File: src/rtl/matmul_pkg.sv
// Shared types and helpers for the matrix multiplier result path.
package matmul_pkg;

  localparam int DW = 32;

  function automatic int idx_w(input int n);
    return (n <= 2) ? 1 : $clog2(n);
  endfunction

  typedef enum logic [1:0] {
    COLLECT = 2'd0,
    ACK     = 2'd1,
    FULL    = 2'd2
  } coll_state_e;

endpackage

File: src/rtl/entry_scoreboard.sv
// Tracks which of the N*N result entries have arrived and how many are present.
module entry_scoreboard
  import matmul_pkg::*;
#(
  parameter int  N  = 4,
  parameter int  IW = idx_w(N),
  localparam int CW = $clog2(N*N+1)
) (
  input  logic          clk,
  input  logic          rst,
  input  logic          set,
  input  logic [IW-1:0] i,
  input  logic [IW-1:0] j,
  input  logic          clear,
  output logic          hit,
  output logic [CW-1:0] count,
  output logic          complete
);

  logic [N-1:0][N-1:0] valid;
  logic                in_range;

  assign in_range = (int'(i) < N) && (int'(j) < N);
  // Out-of-range indices never alias a real entry.
  assign hit      = in_range && valid[i][j];
  assign complete = (count == CW'(N*N));

  always_ff @(posedge clk or negedge rst) begin
    if (!rst) begin
      valid <= '0;
      count <= '0;
    end else if (clear) begin
      valid <= '0;
      count <= '0;
    end else if (set && in_range && !hit) begin
      valid[i][j] <= 1'b1;
      count       <= count + CW'(1);
    end
  end

endmodule

File: src/rtl/matrix_result_collector.sv
// Collects (z_in, z_i, z_j) words over a stb/ack handshake into an N x N buffer
// and exposes it through a registered random-access read port.
module matrix_result_collector
  import matmul_pkg::*;
#(
  parameter int  N  = 4,
  parameter int  DW = matmul_pkg::DW,
  parameter int  IW = idx_w(N),
  localparam int CW = $clog2(N*N+1)
) (
  input  logic          clk,
  input  logic          rst,
  input  logic          clear,
  input  logic [DW-1:0] z_in,
  input  logic [IW-1:0] z_i,
  input  logic [IW-1:0] z_j,
  input  logic          z_stb,
  output logic          z_ack,
  input  logic          rd_en,
  input  logic [IW-1:0] rd_i,
  input  logic [IW-1:0] rd_j,
  output logic [DW-1:0] rd_data,
  output logic          rd_valid,
  output logic [CW-1:0] count,
  output logic          complete,
  output logic          dup_err
);

  coll_state_e   state;
  logic [DW-1:0] mem [N][N];
  logic          accept, hit, wr_in_range, rd_in_range;

  assign wr_in_range = (int'(z_i) < N) && (int'(z_j) < N);
  assign rd_in_range = (int'(rd_i) < N) && (int'(rd_j) < N);
  // The strobe still high during ACK belongs to the word just taken.
  assign accept      = z_stb && !clear && (state != ACK);

  entry_scoreboard #(.N(N), .IW(IW)) u_sb (
    .clk      (clk),
    .rst      (rst),
    .set      (accept),
    .i        (z_i),
    .j        (z_j),
    .clear    (clear),
    .hit      (hit),
    .count    (count),
    .complete (complete)
  );

  always_ff @(posedge clk or negedge rst) begin
    if (!rst) begin
      state   <= COLLECT;
      z_ack   <= 1'b0;
      dup_err <= 1'b0;
    end else begin
      z_ack <= 1'b0;
      if (clear) begin
        state   <= COLLECT;
        dup_err <= 1'b0;
      end else begin
        case (state)
          ACK:     state <= complete ? FULL : COLLECT;
          default: if (z_stb) begin
            state <= ACK;
            z_ack <= 1'b1;
            if (hit || !wr_in_range) dup_err <= 1'b1;
          end
        endcase
      end
    end
  end

  always_ff @(posedge clk) begin
    if (accept && wr_in_range) mem[z_i][z_j] <= z_in;
  end

  // Non-blocking write means a same-edge read sees the previous contents.
  always_ff @(posedge clk or negedge rst) begin
    if (!rst) begin
      rd_valid <= 1'b0;
      rd_data  <= '0;
    end else begin
      rd_valid <= rd_en;
      if (rd_en) rd_data <= rd_in_range ? mem[rd_i][rd_j] : '0;
    end
  end

endmodule

File: config.mk
export PLATFORM = sky130hd
export DESIGN_NAME = matrix_result_collector
export DESIGN_NICKNAME = d
export VERILOG_FILES = /design/src/rtl/matmul_pkg.sv /design/src/rtl/entry_scoreboard.sv /design/src/rtl/matrix_result_collector.sv
export SDC_FILE = /design/constraint.sdc
export NUM_CORES = 1
export LEC_CHECK = 0
export BUFFER_PORTS_ARGS = -buffer_cell sky130_fd_sc_hd__buf_4
export CORE_MARGIN = 3
export CORE_UTILIZATION = 55
export CTS_CLUSTER_DIAMETER = 150
export DETAILED_ROUTE_END_ITERATION = 6
export PLACE_DENSITY_LB_ADDON = 0.2
export RECOVER_POWER = 25
export SLEW_MARGIN = 30
export SYNTH_ARGS = -nofsm -noshare
export SYNTH_HDL_FRONTEND = slang
export SYNTH_HIERARCHICAL = 1
export SYNTH_SLANG_ARGS = --single-unit
File: constraint.sdc
create_clock -name clk -period 4.5 [get_ports clk]
set_input_delay 0.9 -clock clk [delete_from_list [all_inputs] [get_ports clk]]
set_output_delay 0.9 -clock clk [all_outputs]
set_load 0.01 [all_outputs]
**Word level (Yosys, flattened, before mapping)**

Memory sizes are Yosys's and may differ from the RTL's.
Index checks and enable logic that the tools add are counted.

- Output and inout bits: 41
- Memory bits (writable): 512
- Bits of input ports: 45
- Register bits after elaboration: 58
- Memories: 1

- Bitwise logic cells: 3
- Eq/ne operators: 4
- Multiplexer cells: 30
- Add/subtract/negate cells: 1
- Order comparisons: 7
- Reductions and logical operators: 13

Memory list:

| memory | depth | width | rd ports | clocked after memory_dff | wr ports | line | RTL |
|---|---|---|---|---|---|---|---|
| mem | 4 | 128 | 1 | 0 | 1 | matrix_result_collector.sv:30 | `logic [DW-1:0] mem [N][N];` |

Operator list:

| kind | count |
|---|---|
| $mux 128 | 1 |
| $mux 32 | 3 |
| $bmux 32 s2 | 1 |
| $demux 32 s2 | 1 |
| $mux 16 | 2 |
| $or 16x16->16 | 1 |
| $mux 1 | 10 |
| $mux 5 | 2 |
| $bmux 4 s2 | 1 |
| $demux 4 s2 | 1 |
| $mux 2 | 4 |
| $mux 4 | 2 |
| $ge 3x3->1 const B | 2 |
| $logic_and 1x1->1 | 6 |
| $lt 2x3->1 const B | 2 |
| $not 2->3 | 2 |
| $reduce_bool 2->1 | 3 |
| $add 5x1->5 const B | 1 |
| $eq 5x5->1 const B | 1 |
| $ge 2x1->1 const B | 2 |
| $lt 3x1->1 const B | 1 |
| $reduce_and 3->1 | 1 |
| $reduce_bool 3->1 | 1 |
| $bmux 1 s2 | 1 |
| other kinds (5) | 6 |

**Longest topological paths before layout**

- Depth in word-level cells: 9
- Gate-level depth with buffers: 8
- Mapped depth without buffers: 7

**Modules after synthesis**

Netlist, hierarchy kept.

Modules (own cells, without submodules):

| module | instances | cells an instance | area each (µm²) | sequential area each (µm²) |
|---|---|---|---|---|
| matrix_result_collector | 1 | 893 | 20933.8 | 16300.6 |
| entry_scoreboard | 1 | 120 | 1207.4 | 525.5 |

**Worst setup path after synthesis**

No wires, ideal clock.

- Kind: input to register
- Start: input port z_stb
- End: memory mem[0][100] (netlist name) (enable)
- Setup time: 0.512 ns
- Stages: 3
- Buffers on the path: 0
- Required time: 3.988 ns
- Setup slack: -0.672 ns
- Arrival: 4.660 ns
- Cells stage by stage: nor2b_1 > nand2_1 > nor4b_1

- Word-level cells in the longest chain between the ends: 4

RTL lines:

| item | line | RTL |
|---|---|---|
| from (decl) | matrix_result_collector.sv:17 | `input logic z_stb,` |
| $logic_and 1x1->1 (2 in a row) | matrix_result_collector.sv:36 | `assign accept = z_stb && !clear && (state != ACK);` |
| $mux 1 | matrix_result_collector.sv:74 | `if (accept && wr_in_range) mem[z_i][z_j] <= z_in;` |
| $mux 128 (implied by the code) | matrix_result_collector.sv:74 |  |
| to (decl) | matrix_result_collector.sv:30 |  |

No other way between the ends.

**Worst setup path in the final report**

- Start: register u_sb.count[0]
- End: output port complete

- Word-level cells in the longest chain between the ends: 1

RTL lines:

| item | line | RTL |
|---|---|---|
| from (decl) | entry_scoreboard.sv:16 | `output logic [CW-1:0] count,` |
| from (signal assigned) | entry_scoreboard.sv:37 | `count <= count + CW'(1);` |
| $eq 5x5->1 | entry_scoreboard.sv:26 | `assign complete = (count == CW'(N*N));` |
| to (decl) | matrix_result_collector.sv:25 | `output logic complete,` |

No other way between the ends.

==> flow_metrics.tcl <==
set metrics [dict create \
    synth_cell_types 47 \
    hold_class "input port to async pin" \
    cts_tree "built" \
    max_freq_mhz 360.1 \
    drc 0 \
    drive_gt1_share_pct 29.78 \
    synth_seq_area_share_pct 75.99 \
    nets 1173 \
    clockRootBuffer "clkbuf_16" \
    report.final.setup_viol 0 \
    via_per_inst 6.122 \
    cap_violations 0 \
    hold_ws_ps 313.5 \
    clockBufferDepth 3 \
    ant_nets 0 \
    syn-mean-instance-area_um2 21.86 \
    drt_wl_total_um 44200 \
    critical_path.max_fanout 4 \
    initial_utilization_pct 56.50 \
    gp_congestion 0.7415 \
    grt_max_degree 66 \
    area_growth_pct 13.10 \
    clk_latency_ps 590 \
    hpwl_um 24400 \
    required_ps 3600 \
    post_cts_buffers 0 \
    finalCritPeriodShare_pct 61.70 \
    syn_inst 1013 \
    port-buffer-count 85 \
    fillCellCount 2628 \
    dpl_worst_slack_ps 1272 \
    ys_async_sr_fraction_pct 10.18 \
    fp.dieArea_mm2 0.04270 \
    synth_area_leaders "edfxtp_1 (69%), mux4_2 (12%), dfrtp_1 (6.6%)" \
    synth_top_area_share_pct 69.44 \
    die-height_um 206.6 \
    pwr_density_cell_mw_per_mm2 435.7 \
    ys.flop_type "edfxtp_1" \
    synth_edf_count 512 \
    drt_iter0_drc 917 \
    rsz0062_at_grt "false" \
    vias 10346 \
    grt_pass1_vias 10699 \
    grt_pass1_wl_um 66580 \
    reg2reg_from "state[1]$_DFFE_PN0P_" \
    clkTransAtPathRegs_ps 60 \
    pin_count 86 \
    hold_violations 0 \
    rows 72 \
    ys_ff_latch 570 \
    crit_path_end_kind "primary output" \
    worst-endpoint-arrival_ps 1880 \
    grt-ovfl-total 0 \
    first_pass_iters 5 \
    cts_max_level 2 \
    cts.repair.resized 0 \
    hold_buffers 0 \
    status "completed" \
    crit_path_start "u_sb/count[0]$_DFFE_PN0P_" \
    cts_made_buffers 56 \
    final_max_slew_viol_count 0 \
    netlist_area_mm2 0.02214 \
    fp.dieW_um 206.6 \
    leakage_uw 0.008243 \
    fin_skew_ps 11.54 \
    ys_warn_count 6 \
    antenna_found_initial 0 \
    ir_worst_vdd_v 0.0003289 \
    cts.sinks 570 \
    track_usage_pct 21.31 \
    tightestPinTransition_ps 1011 \
    maxSlewHeadroom_pct 32.63 \
    fin_crit_ps 2777 \
    n_antenna_cell 0 \
    core_mm2 0.03919 \
    fin_ws_ps 1723 \
    start_kind "flop" \
    syn-num-nets 1060 \
    yosysTopAreaCell "edfxtp_1" \
    worstSetupPathType "flop to primary output" \
    worst_r2r_path_depth 4 \
    wl_per_cell_um 26.15 \
]
[flip-flops by register name, indices dropped and copies added (netlist names)]
| signal | flops |
|---|---|
| dup_err | 1 |
| mem | 512 |
| rd_data | 32 |
| rd_valid | 1 |
| state | 2 |
| u_sb/count | 5 |
| u_sb/valid | 16 |
| z_ack | 1 |
[synth_stat cells, types with 2 or more instances]
master	number
a21oi_1	2
a221oi_1	15
a221oi_2	17
a22o_1	2
a31oi_1	10
a41oi_1	5
and2_1	2
buf_12	6
buf_2	12
buf_4	11
buf_6	5
buf_8	6
clkbuf_1	18
dfrtp_1	58
edfxtp_1	512
ha_1	2
inv_1	7
mux2_1	2
mux2_2	5
mux2_4	2
mux2i_1	38
mux4_1	6
mux4_2	122
nand2_1	7
nand2b_1	6
nand4b_1	2
nor2_1	71
nor2b_1	5
nor3_1	5
nor4_1	3
o21ai_2	2
o22ai_1	22
o22ai_2	11
[cell families (layout without fill, tap and decap cells)]
| logic type | count (synthesis) | in the layout | synth area share [%] |
|---|---|---|---|
| fa+ha+maj | 2 | 2 | 0.1130 |
| buf+inv | 65 | 224 | 2.272 |
| flops | 570 | 570 | 75.99 |
| simple gates | 108 | 108 | 2.181 |
| mux | 175 | 175 | 15.33 |
| compound gates | 93 | 93 | 4.108 |
[worst paths after layout]
| path | endpoint | slack [ps] |
|---|---|---|
| max | complete | 1720 |
| min | u_sb/count[0]$_DFFE_PN0P_ | 310 |
| max reg2reg | mem[1][74]$_DFFE_PP_ | 2090 |
| min reg2reg | u_sb/valid[11]$_DFFE_PN0P_ | 500 |
| max in group asynchronous | rd_data[9]$_DFFE_PN0P_ | 3710 |
| min in group clk | u_sb/valid[11]$_DFFE_PN0P_ | 500 |
[stage by stage]
step	cells	cell area (µm²)	total power [µW]	TNS, ps	util, %
final	1690	25040	10910	0	63.90
after global routing	1690	25040	11250	0	63.90
after CTS	1690	25140	11020	0	64.14
after detailed placement	1586	23380	6613	0	59.67
after global placement	1586	23380	6599	0	59.65
after floorplan	1013	22150	6354	-40430	-
[cells in the final DEF, fill, tap and decap left out, types with 5 or more instances in the layout]
cell type / n
a41oi_1: 5
nand2_1: 7
edfxtp_1: 512
o22ai_2: 11
inv_1: 7
buf_12: 7
mux4_2: 122
clkbuf_8: 9
clkinv_1: 7
a221oi_2: 17
mux2i_1: 38
a221oi_1: 15
o22ai_1: 22
nor2_1: 62
mux2_2: 5
a31oi_1: 10
buf_4: 76
nor2b_1: 5
clkinv_2: 10
nand2b_1: 5
mux4_1: 6
clkbuf_16: 57
dfrtp_1: 58
nor2_4: 9
clkbuf_1: 43
[power by group]
group	leakage [µW]	switching, µW	internal [µW]
clock	0.000869	1890	2530
combinational	0.00205	353	252
sequential	0.00532	37.3	5840
[metal layers]
layer,wire length [µm],global-route usage (%),up-vias
met1,18800,30.24,5509
met2,22120,34.98,298
li1,-,-,4474
met3,2239,3.685,65
met5,0,0,-
met4,1037,5.915,0
[final cells by class]
cell class                 instances  area (µm²)  share of cell area (%)
clock buffer                      82        1610                   6.430
clock inverter                    22       143.9                  0.5746
inverter                           7       26.28                  0.1049
multi-input combinational        378        4941                   19.73
sequential                       570       16830                   67.19
tap                              518       648.1                   2.588
timing repair buffer             113       845.8                   3.378
[worst max-delay path, cell delays in order (launching register included)]
cell	delay (ps)
dfrtp_1	410
inv_1	150
ha_1	170
nand2_1	50
nor3_1	310
buf_4	200
Note: power is estimated with default switching activity, not from simulation.
